**src/rtl/stream_mux_2to1_4bit.sv**
```systemverilog
// Two-source stream mux with a registered output stage and a fairness arbiter
// that caps an owner at HOLD consecutive beats while the other source waits.
module stream_mux_2to1_4bit #(
  parameter int HOLD = 4
) (
  input  logic       clk,
  input  logic       rst_n,
  input  logic [3:0] a_data,
  input  logic       a_valid,
  output logic       a_ready,
  input  logic [3:0] b_data,
  input  logic       b_valid,
  output logic       b_ready,
  output logic [3:0] out_data,
  output logic       out_src,
  output logic       out_valid,
  input  logic       out_ready
);

  localparam logic [1:0] ST_IDLE  = 2'd0;
  localparam logic [1:0] ST_OWN_A = 2'd1;
  localparam logic [1:0] ST_OWN_B = 2'd2;
  localparam logic [3:0] HOLD_C   = 4'(HOLD);

  logic [1:0] r_state;
  logic [3:0] r_cnt;
  logic       r_last;       // 0 = A, 1 = B
  logic [3:0] r_out_data;
  logic       r_out_src;
  logic       r_out_valid;

  logic w_load;
  logic w_req;
  logic w_pick_b;
  logic w_gnt;
  logic w_same_owner;

  assign w_load = ~r_out_valid | out_ready;

  // Pick a source purely from valids and arbiter state; ready never feeds back into valid.
  always_comb begin
    w_req    = 1'b0;
    w_pick_b = 1'b0;
    case (r_state)
      ST_OWN_A: begin
        if (a_valid && ((r_cnt < HOLD_C) || !b_valid)) begin
          w_req = 1'b1;
        end else if (b_valid) begin
          w_req    = 1'b1;
          w_pick_b = 1'b1;
        end
      end
      ST_OWN_B: begin
        if (b_valid && ((r_cnt < HOLD_C) || !a_valid)) begin
          w_req    = 1'b1;
          w_pick_b = 1'b1;
        end else if (a_valid) begin
          w_req = 1'b1;
        end
      end
      default: begin
        if (a_valid && b_valid) begin
          w_req    = 1'b1;
          w_pick_b = ~r_last;
        end else if (a_valid) begin
          w_req = 1'b1;
        end else if (b_valid) begin
          w_req    = 1'b1;
          w_pick_b = 1'b1;
        end
      end
    endcase
  end

  assign w_gnt        = w_req & w_load & rst_n;
  assign w_same_owner = w_pick_b ? (r_state == ST_OWN_B) : (r_state == ST_OWN_A);

  assign a_ready = w_gnt & ~w_pick_b;
  assign b_ready = w_gnt &  w_pick_b;

  always_ff @(posedge clk) begin
    if (!rst_n) begin
      r_state     <= ST_IDLE;
      r_cnt       <= 4'd0;
      r_last      <= 1'b1;
      r_out_data  <= 4'h0;
      r_out_src   <= 1'b0;
      r_out_valid <= 1'b0;
    end else if (w_gnt) begin
      r_state     <= w_pick_b ? ST_OWN_B : ST_OWN_A;
      r_last      <= w_pick_b;
      r_out_data  <= w_pick_b ? b_data : a_data;
      r_out_src   <= w_pick_b;
      r_out_valid <= 1'b1;
      if (w_same_owner) begin
        r_cnt <= (r_cnt == HOLD_C) ? r_cnt : r_cnt + 4'd1;
      end else begin
        r_cnt <= 4'd1;
      end
    end else if (w_load) begin
      r_state     <= ST_IDLE;
      r_cnt       <= 4'd0;
      r_out_valid <= 1'b0;
    end
  end

  assign out_data  = r_out_data;
  assign out_src   = r_out_src;
  assign out_valid = r_out_valid;

endmodule

```
**config.mk**
```make
export PLATFORM = sky130hd
export DESIGN_NAME = stream_mux_2to1_4bit
export DESIGN_NICKNAME = d
export VERILOG_FILES = /design/src/rtl/stream_mux_2to1_4bit.sv
export SDC_FILE = /design/constraint.sdc
export NUM_CORES = 1
export LEC_CHECK = 0
export CORE_MARGIN = 2
export CORE_UTILIZATION = 50
export DETAILED_ROUTE_END_ITERATION = 6
export GPL_ROUTABILITY_DRIVEN = 0
export PLACE_DENSITY = 0.84
export RECOVER_POWER = 100
export SLEW_MARGIN = 20
export SYNTH_ARGS = -nofsm -noshare
export SYNTH_HDL_FRONTEND = slang
export SYNTH_SLANG_ARGS = --single-unit
```
**constraint.sdc**
```tcl
create_clock -name clk -period 4.9 [get_ports clk]
set_input_delay 0.49 -clock clk [delete_from_list [all_inputs] [get_ports clk]]
set_output_delay 0.49 -clock clk [all_outputs]
set_load 0.03 [all_outputs]
```
# --- After elaboration in Yosys (flattened, before gate mapping) ---
# Cells that the tools add are included.
totals:
  ff_bits: 13
  in_bits: 13
  output_inout_bits: 8
  wordCells: 52
classes:
  add_sub_neg: 1
  order_cmp: 1
  eq_ne: 4
  mux: 23
  bitwise: 8
  n_reduce_logical: 9
op_table:
  columns: ["cell", "n"]
  rows:
  - ["2-to-1 mux 4 bit", 5]
  - ["2-to-1 mux 1 bit", 13]
  - ["2-to-1 mux 2 bit", 3]
  - ["adder 4 x 1 -> 4 bit, second input constant", 1]
  - ["AND 1 bit", 4]
  - ["== test 4 x 3 -> 1 bit, second input constant", 1]
  - ["< comparator 4 x 3 -> 1 bit, second input constant", 1]
  - ["case mux 1 bit (2 select lines)", 2]
  - ["logical AND 1 bit", 3]
  - ["!= test 3 bit, second input constant", 1]
  - ["inverter 1 bit", 3]
  - ["== test 2 x 1 -> 1 bit, second input constant", 1]
  - ["== test 2 bit, second input constant", 1]
  - ["zero test 1 bit", 2]
  - ["logical OR 1 bit", 2]
  - ["AND reduction 2 bit", 1]
  - ["nonzero test 2 bit", 1]
  - ["OR 1 bit", 1]

# --- Depth between registers and ports, before layout ---
# Gate-level depths: netlist (run 1).
depth:
  ltp_word: 9
  ltp_mapped: 7

# --- Worst setup path after synthesis (run 1) ---
# OpenSTA, ideal clock, no wires.
synth_timing:
  path_kind: "reg2out"
  start: "register r_state[0]"
  end: "output port a_ready"
  arrival_ns: 1.622
  slack_ns: 2.788
  path_stages_with_launch: 6
  cell_sequence: "dfxtp_1 inv_1 ha_1 o31ai_2 a21oi_4 nor2_1"
synth_between:
  elab_chain_len: 5
  word_cells_on_any_way: 8
  classes_between: "eq/ne: 2; mux: 2; bitwise: 4"
synth_rtl:
  columns: ["item", "line", "rtl"]
  rows:
  - ["from (decl)", "25", "logic [1:0] r_state;"]
  - ["from (signal assigned)", "90", "r_state <= w_pick_b ? ST_OWN_B : ST_OWN_A;"]
  - ["== test 2 bit or == test 2 x 1 -> 1 bit (tied branches)", "44", "case (r_state)"]
  - ["case mux 1 bit (2 select lines)", "44", null]
  - ["AND 1 bit (2 in series)", "75", "assign w_gnt = w_req & w_load & rst_n;"]
  - ["AND 1 bit *", "78", "assign a_ready = w_gnt & ~w_pick_b;"]
  - ["to (decl)", "10", "output logic a_ready,"]
# Mark *: on every way between the ends. The rest lies on a longest branch, timed or not.

# --- Worst setup path after layout (run 1) ---
layout_timing:
  start: "input port b_valid"
  end: "output port b_ready"
layout_between:
  elab_chain_len: 8
  word_cells_on_any_way: 19
  classes_between: "mux: 11; bitwise: 3; reduce/logical: 5"
layout_rtl:
  columns: ["item", "line", "rtl"]
  rows:
  - ["from (decl)", "12", "input logic b_valid,"]
  - ["zero test 1 bit", "46", "if (a_valid && ((r_cnt < HOLD_C) || !b_valid)) begin"]
  - ["logical OR 1 bit", "46", null]
  - ["logical AND 1 bit", "46", null]
  - ["2-to-1 mux 1 bit", "46", null]
  - ["case mux 1 bit (2 select lines)", "44", null]
  - ["AND 1 bit (2 in series)", "75", null]
  - ["AND 1 bit *", "79", "assign b_ready = w_gnt & w_pick_b;"]
  - ["to (decl)", "13", "output logic b_ready,"]
# Marked as above.

==> impl_metrics.tcl, run 1 <==
set metrics [dict create \
    drt_iter0_markers 26 \
    grt_antenna_before_repair 0 \
    slowest_delay_ns 0.75 \
    finalHoldViolCount 0 \
    p_seq_share_pct 44.3 \
    die_w_um 44.0 \
    slew_viol_final 0 \
    seqCellArea_um2 260 \
    power_uw 267 \
    combPwrFrac_pct 29.9 \
    powerDensity_nw_per_um2 270 \
    cts_setup_buffers 0 \
    initial_utilization_pct 53.0 \
    nets 135 \
    multi_input_comb_area_um2 463 \
    wl_per_cell_um 13.9 \
    worstSetupEndpointType "output pin" \
    status "finished clean" \
    synth.distinct_cells 34 \
    finClkSkew_ns 0.000377 \
    core-area_um2 1510 \
    rsz0062_at_grt "false" \
    yosysWarnings 0 \
    syn-instance-count 96 \
    hold_start "out_src$_SDFFE_PN0P_" \
    fill_cells 137 \
    peakVddDrop_v 0.000215 \
    r2r_setup_slack_ns 2.68 \
    grtUsageTotal_pct 21.9 \
    tritoncts "done" \
    cap_violations 0 \
    cts_resized 0 \
    cts.sinks 13 \
    reg2reg_to "r_cnt[1]$_SDFFE_PN0P_" \
    swShare_pct 33.4 \
    cts.reportedPaths.clkPinSlew_ns 0.09 \
    clk_latency_ns 0.28 \
    max_slew_margin_pct 40.6 \
    syn2layout_area_growth_pct 24.0 \
    seq_area_frac_synth_pct 32.6 \
    post-route-min-period_ns 3.44 \
    grt_pass1_vias 760 \
    synthesis.area_um2 798 \
    finalSetupViolCount 0 \
    required_ns 4.41 \
    dr.pass1.iters 6 \
    crit_buf_inv 2 \
    rows 14 \
    min_to "out_src$_SDFFE_PN0P_" \
    overflow 0 \
    avgSynthCellArea_um2 8.32 \
    dieArea_um2 1930 \
    cp_common_cell "dlygate4sd3_1" \
    cts-root-buf "clkbuf_4" \
    period_share_pct 70.3 \
    crit_type "in2out" \
    grt_pass1_wl_mm 3.17 \
    power.share.clock_pct 25.8 \
    p_int_uw 178 \
    route.antenna.remaining_nets 0 \
    hold_class "reg2reg" \
    worstMarginPinSlew_ns 0.886 \
    ios 21 \
    io_buffers 20 \
    syn_nets 113 \
    drc 0 \
    reg2reg_from "r_state[0]$_SDFFE_PN0P_" \
    numCtsBuffers 3 \
    cp_top_family "buffers and inverters" \
    post-dp-hpwl_mm 1.42 \
    crit_path_start_kind "input pin" \
    htreeDepth 1 \
    path_cells "dlygate4sd3_1, o31ai_1, a21oi_1, and3_1, dlygate4sd3_1" \
    wirelength_mm 1.85 \
    ys_seq_elements 13 \
    cp_max_fo 8 \
    grt_max_degree 15 \
    clock.fmax_mhz 290 \
    ctsHoldBuffers 0 \
    die_y_um 44.0 \
    diodes 0 \
    whs_path_depth 2 \
    via_count 763 \
    drive_gt1_share_pct 5.13 \
    vias_per_cell 5.74 \
    p_leak_uw 0.000419 \
    p_switching_uw 89.4 \
    crit_arrival_ns 2.95 \
    cts_buffer_depth 2 \
    cpMaxStageDelayCell "dlygate4sd3_1" \
    setup_tns_ns 0 \
    worstRegToRegCells 7 \
]
-- final cells by class --
cell class,count,share of cell area (%)
clock inverter,1,0.506
sequential,13,26.3
multi-input combinational,75,46.8
inverter,5,1.90
timing repair buffer,20,20.2
clock buffer,3,2.28
tap,16,2.02
-- synth_stat cells --
master,number,area [um2]
dfxtp_1,13,260
a21oi_1,12,60.1
nand2_1,9,33.8
nor2_1,7,26.3
nand3_1,6,30.0
inv_1,5,18.8
ha_1,4,50.1
mux2i_1,4,40.0
nand2b_1,4,25.0
o21ai_0,4,20.0
o21a_1,3,22.5
clkbuf_1,2,7.51
o21ai_1,2,10.0
a211oi_2,1,12.5
a211oi_4,1,20.0
a21boi_0,1,7.51
a21o_1,1,7.51
a21oi_2,1,8.76
a21oi_4,1,16.3
and2_1,1,6.26
and2b_1,1,7.51
and3_1,1,6.26
buf_6,1,11.3
nand3b_1,1,7.51
nand4_1,1,6.26
nand4b_1,1,8.76
nor2b_1,1,6.26
nor3_1,1,5.00
nor3b_2,1,12.5
o2111ai_1,1,8.76
o21ai_2,1,8.76
o22ai_1,1,6.26
o31ai_1,1,7.51
o31ai_2,1,12.5
-- flip-flops by register name, summed over array words and instances, names as in the netlist --
signal and flops:
out_data 4, r_cnt 4, r_state 2, out_valid 1
out_src 1, r_last 1
-- power by group through the flow --
stage	Clock [uW]	Sequential, uW	Combinational, uW
after floorplan	0	129	50.1
after global placement	0	121	88.1
after detailed placement	0	121	90.7
after CTS	69.0	119	91.2
after global routing	73.2	119	88.6
final	69.1	118	80.0
-- metal layers --
metal	up-vias	GRT usage, %	share of wire (%)
met5	-	0	0
met4	0	8.48	0.65
li1	388	-	-
met1	346	25.3	43
met3	2	4.58	5.7
met2	27	38.8	51
-- how the worst max path moves through the flow --
| stage | from | slack, ns | end | cells after the start |
|---|---|---|---|---|
| final | b_valid | 1.46 | b_ready | 5 |
| after global routing | r_state[0]$_SDFFE_PN0P_ | 1.32 | b_ready | 7 |
| after CTS | a_valid | 1.73 | b_ready | 5 |
| after detailed placement | a_valid | 1.73 | a_ready | 6 |
| after global placement | a_valid | 1.81 | a_ready | 6 |
| after floorplan | r_state[0]$_SDFFE_PN0P_ | 2.79 | a_ready | 5 |
-- worst register-to-register path: stages (launching register included) --
cell	delay, ns
dfxtp_1	0.34
inv_1	0.06
ha_1	0.35
nand2_1	0.12
o21ai_1	0.07
a211oi_1	0.74
nand3_1	0.18
a211oi_1	0.27
-- kinds of logic after synthesis --
kind of cell,after synthesis,synth area share (%)
simple gates,35,22.7
compound gates,32,28.7
buf+inv,8,4.70
mux,4,5.02
fa+ha+maj,4,6.27
flops,13,32.6
-- placed cells by master, fill, tap and decap left out --
master and count:
mux2i_1 4, o31ai_1 2, o22ai_1 1, a21o_1 1, a211oi_1 2, nor3b_2 1, nand2b_1 4, dlygate4sd3_1 10
nand4b_1 1, nor2_1 7, o21ai_0 5, o2111ai_1 1, clkbuf_4 3, dfxtp_1 13, a21oi_2 1, nand3_1 6
and2_1 1, o21a_1 3, a21oi_1 13, nand3b_1 1, o21ai_1 2, and2b_1 1, clkdlybuf4s50_1 10, and3_1 1
ha_1 4, nand2_1 9, inv_1 5, nor3_1 1, a21boi_0 1, clkinv_2 1, nor2b_1 1, nand4_1 1
-- per-stage QoR --
step	instances	setup slack, ns	area (um2)	hold WS (ns)	utilization (%)
6_report	133	1.46	990	0.463	65.7
3_3_place_gp	129	1.81	1000	0.446	66.4
3_5_place_dp	129	1.73	1000	0.455	66.4
5_1_grt	133	1.32	990	0.495	65.7
4_1_cts	133	1.73	1030	0.470	68.2
2_1_floorplan	96	2.79	798	0.453	-
No activity file was read; power rests on OpenSTA's default activity.
==> inputs of run 2 (changes only) <==
Settings changed: CORE_UTILIZATION 50 to 42, PLACE_DENSITY 0.84 to 0.75.
Clock period 4.9 ns to 3.13 ns, I/O delays scaled along.
==> run 2 against run 1 <==
Register-to-register slack got worse by 1.7 ns. Largest power group unchanged. Sequential share of layout area fell by 1.0 points. Worst setup slack got worse by 1.1 ns. Via count rose by 3.9%. Critical endpoint is now a_ready. Global-route usage fell by 3.9 points. Clock-buffer cell count rose by 1. Sequential cell count did not move. Die area rose by 17%. Sequential power rose by 57%. Clock skew rose by 0.011 ns.
==> impl_metrics.tcl, run 2 (synthesis gave the netlist of run 1 again) <==
set metrics [dict create \
    worstSetupEndpointType "output pin" \
    dieArea_um2 2270 \
    clock.fmax_mhz 355 \
    route.antenna.remaining_nets 0 \
    rows 15 \
    post-route-min-period_ns 2.82 \
    max_slew_margin_pct 42.6 \
    cts_resized 0 \
    finalHoldViolCount 0 \
    cts_buffer_depth 2 \
    wl_per_cell_um 13.0 \
    cts-root-buf "clkbuf_4" \
    finClkSkew_ns 0.0109 \
    cpMaxStageDelayCell "dlygate4sd3_1" \
    cp_max_fo 8 \
    final_cell_mix "dfxtp_1, a21oi_1, clkdlybuf4s50_1, nand2_1, dlygate4sd3_1" \
    die_y_um 47.6 \
    period_share_pct 90.1 \
    overflow 0 \
    slowest_delay_ns 0.74 \
    grt_pass1_wl_mm 2.82 \
    nets 137 \
    syn2layout_area_growth_pct 29.0 \
    fill_cells 182 \
    dpl.cell_count 140 \
    die_w_um 47.6 \
    setup_tns_ns 0 \
    required_ns 2.82 \
    grt_pass1_vias 676 \
    drive_gt1_share_pct 7.56 \
    wirelength_mm 1.87 \
    io_buffers 20 \
    cts.sinks 13 \
    cts_setup_buffers 0 \
    post-dp-hpwl_mm 1.37 \
    grt_max_degree 15 \
    drc 0 \
    crit_arrival_ns 2.51 \
    layout_commonest_cell "dfxtp_1" \
    diodes 0 \
    ios 21 \
    status "finished clean" \
    finalSetupViolCount 0 \
    clk_latency_ns 0.28 \
    crit_path_start_kind "flip-flop" \
    hold_class "reg2reg" \
    cap_violations 0 \
    slew_viol_final 0 \
    via_count 793 \
    p_leak_uw 0.000428 \
    grt_antenna_before_repair 0 \
    htreeDepth 1 \
    tritoncts "done" \
    powerDensity_nw_per_um2 411 \
    initial_utilization_pct 45.2 \
    grtUsageTotal_pct 17.9 \
    cts.reportedPaths.clkPinSlew_ns 0.07 \
    core-area_um2 1760 \
    path_cells "inv_1, ha_1, nor3b_2, o31ai_1, a21oi_4, nor2_1, dlygate4sd3_1" \
    finalNonFillerCells 144 \
    numCtsBuffers 3 \
    drt_iter0_markers 18 \
    worstMarginPinSlew_ns 0.856 \
    vias_per_cell 5.51 \
    rsz0062_at_grt "false" \
    dr.pass1.iters 4 \
    ctsHoldBuffers 0 \
    crit_type "reg2out" \
    peakVddDrop_v 0.000337 \
]
## run 2: critical path: cells and delay by family (launching register included)
kind	cells	cell delay (ns)
adders and majority gates	1	0.24
DFF	1	0.33
AOI/OAI and AO/OA	2	0.56
buffers and inverters	2	0.80
and+or+nand+nor	2	0.31
## run 2: final cells by class
type / instances / area, um2 / share of cell area [%]
inverters: 5 / 18.8 / 1.82
well taps: 25 / 31.3 / 3.04
repair buffers: 22 / 215 / 20.9
clock buffers: 4 / 26.3 / 2.55
multi-input cells: 75 / 478 / 46.4
flip-flops and latches: 13 / 260 / 25.3
## run 2: worst paths after layout
kind	from	to	slack, ns	depth (start not counted)
min reg2reg	out_src$_SDFFE_PN0P_	out_src$_SDFFE_PN0P_	0.46	2
max reg2reg	r_state[0]$_SDFFE_PN0P_	r_cnt[1]$_SDFFE_PN0P_	0.96	7
max	r_state[0]$_SDFFE_PN0P_	a_ready	0.31	7
min	out_src$_SDFFE_PN0P_	out_src$_SDFFE_PN0P_	0.46	2
## run 2: through the flow
step	setup slack, ns	hold slack [ns]	area, um2	total power (uW)	util, %
floorplan	1.20	0.453	798	281	-
global placement	0.630	0.453	1030	331	58.2
detailed placement	0.624	0.454	1030	334	58.2
CTS	0.356	0.465	1050	438	59.6
global route	0.133	0.510	1030	445	58.4
finish	0.311	0.461	1030	423	58.4
## run 2: metal layers
layer	global-route usage (%)	part of all wire (%)	vias up
li1	-	-	393
met1	21.6	46	366
met2	29.2	48	32
met3	2.64	5.1	2
met4	12.4	0.96	0
met5	0	0	-
## run 2: power breakdown
| group | switching [uW] | total (uW) | leakage, uW | internal [uW] |
|---|---|---|---|---|
| logic | 75.8 | 134 | 0.000306 | 57.8 |
| clock network | 55.3 | 105 | 0.0000150 | 49.4 |
| registers | 7.35 | 185 | 0.000107 | 178 |
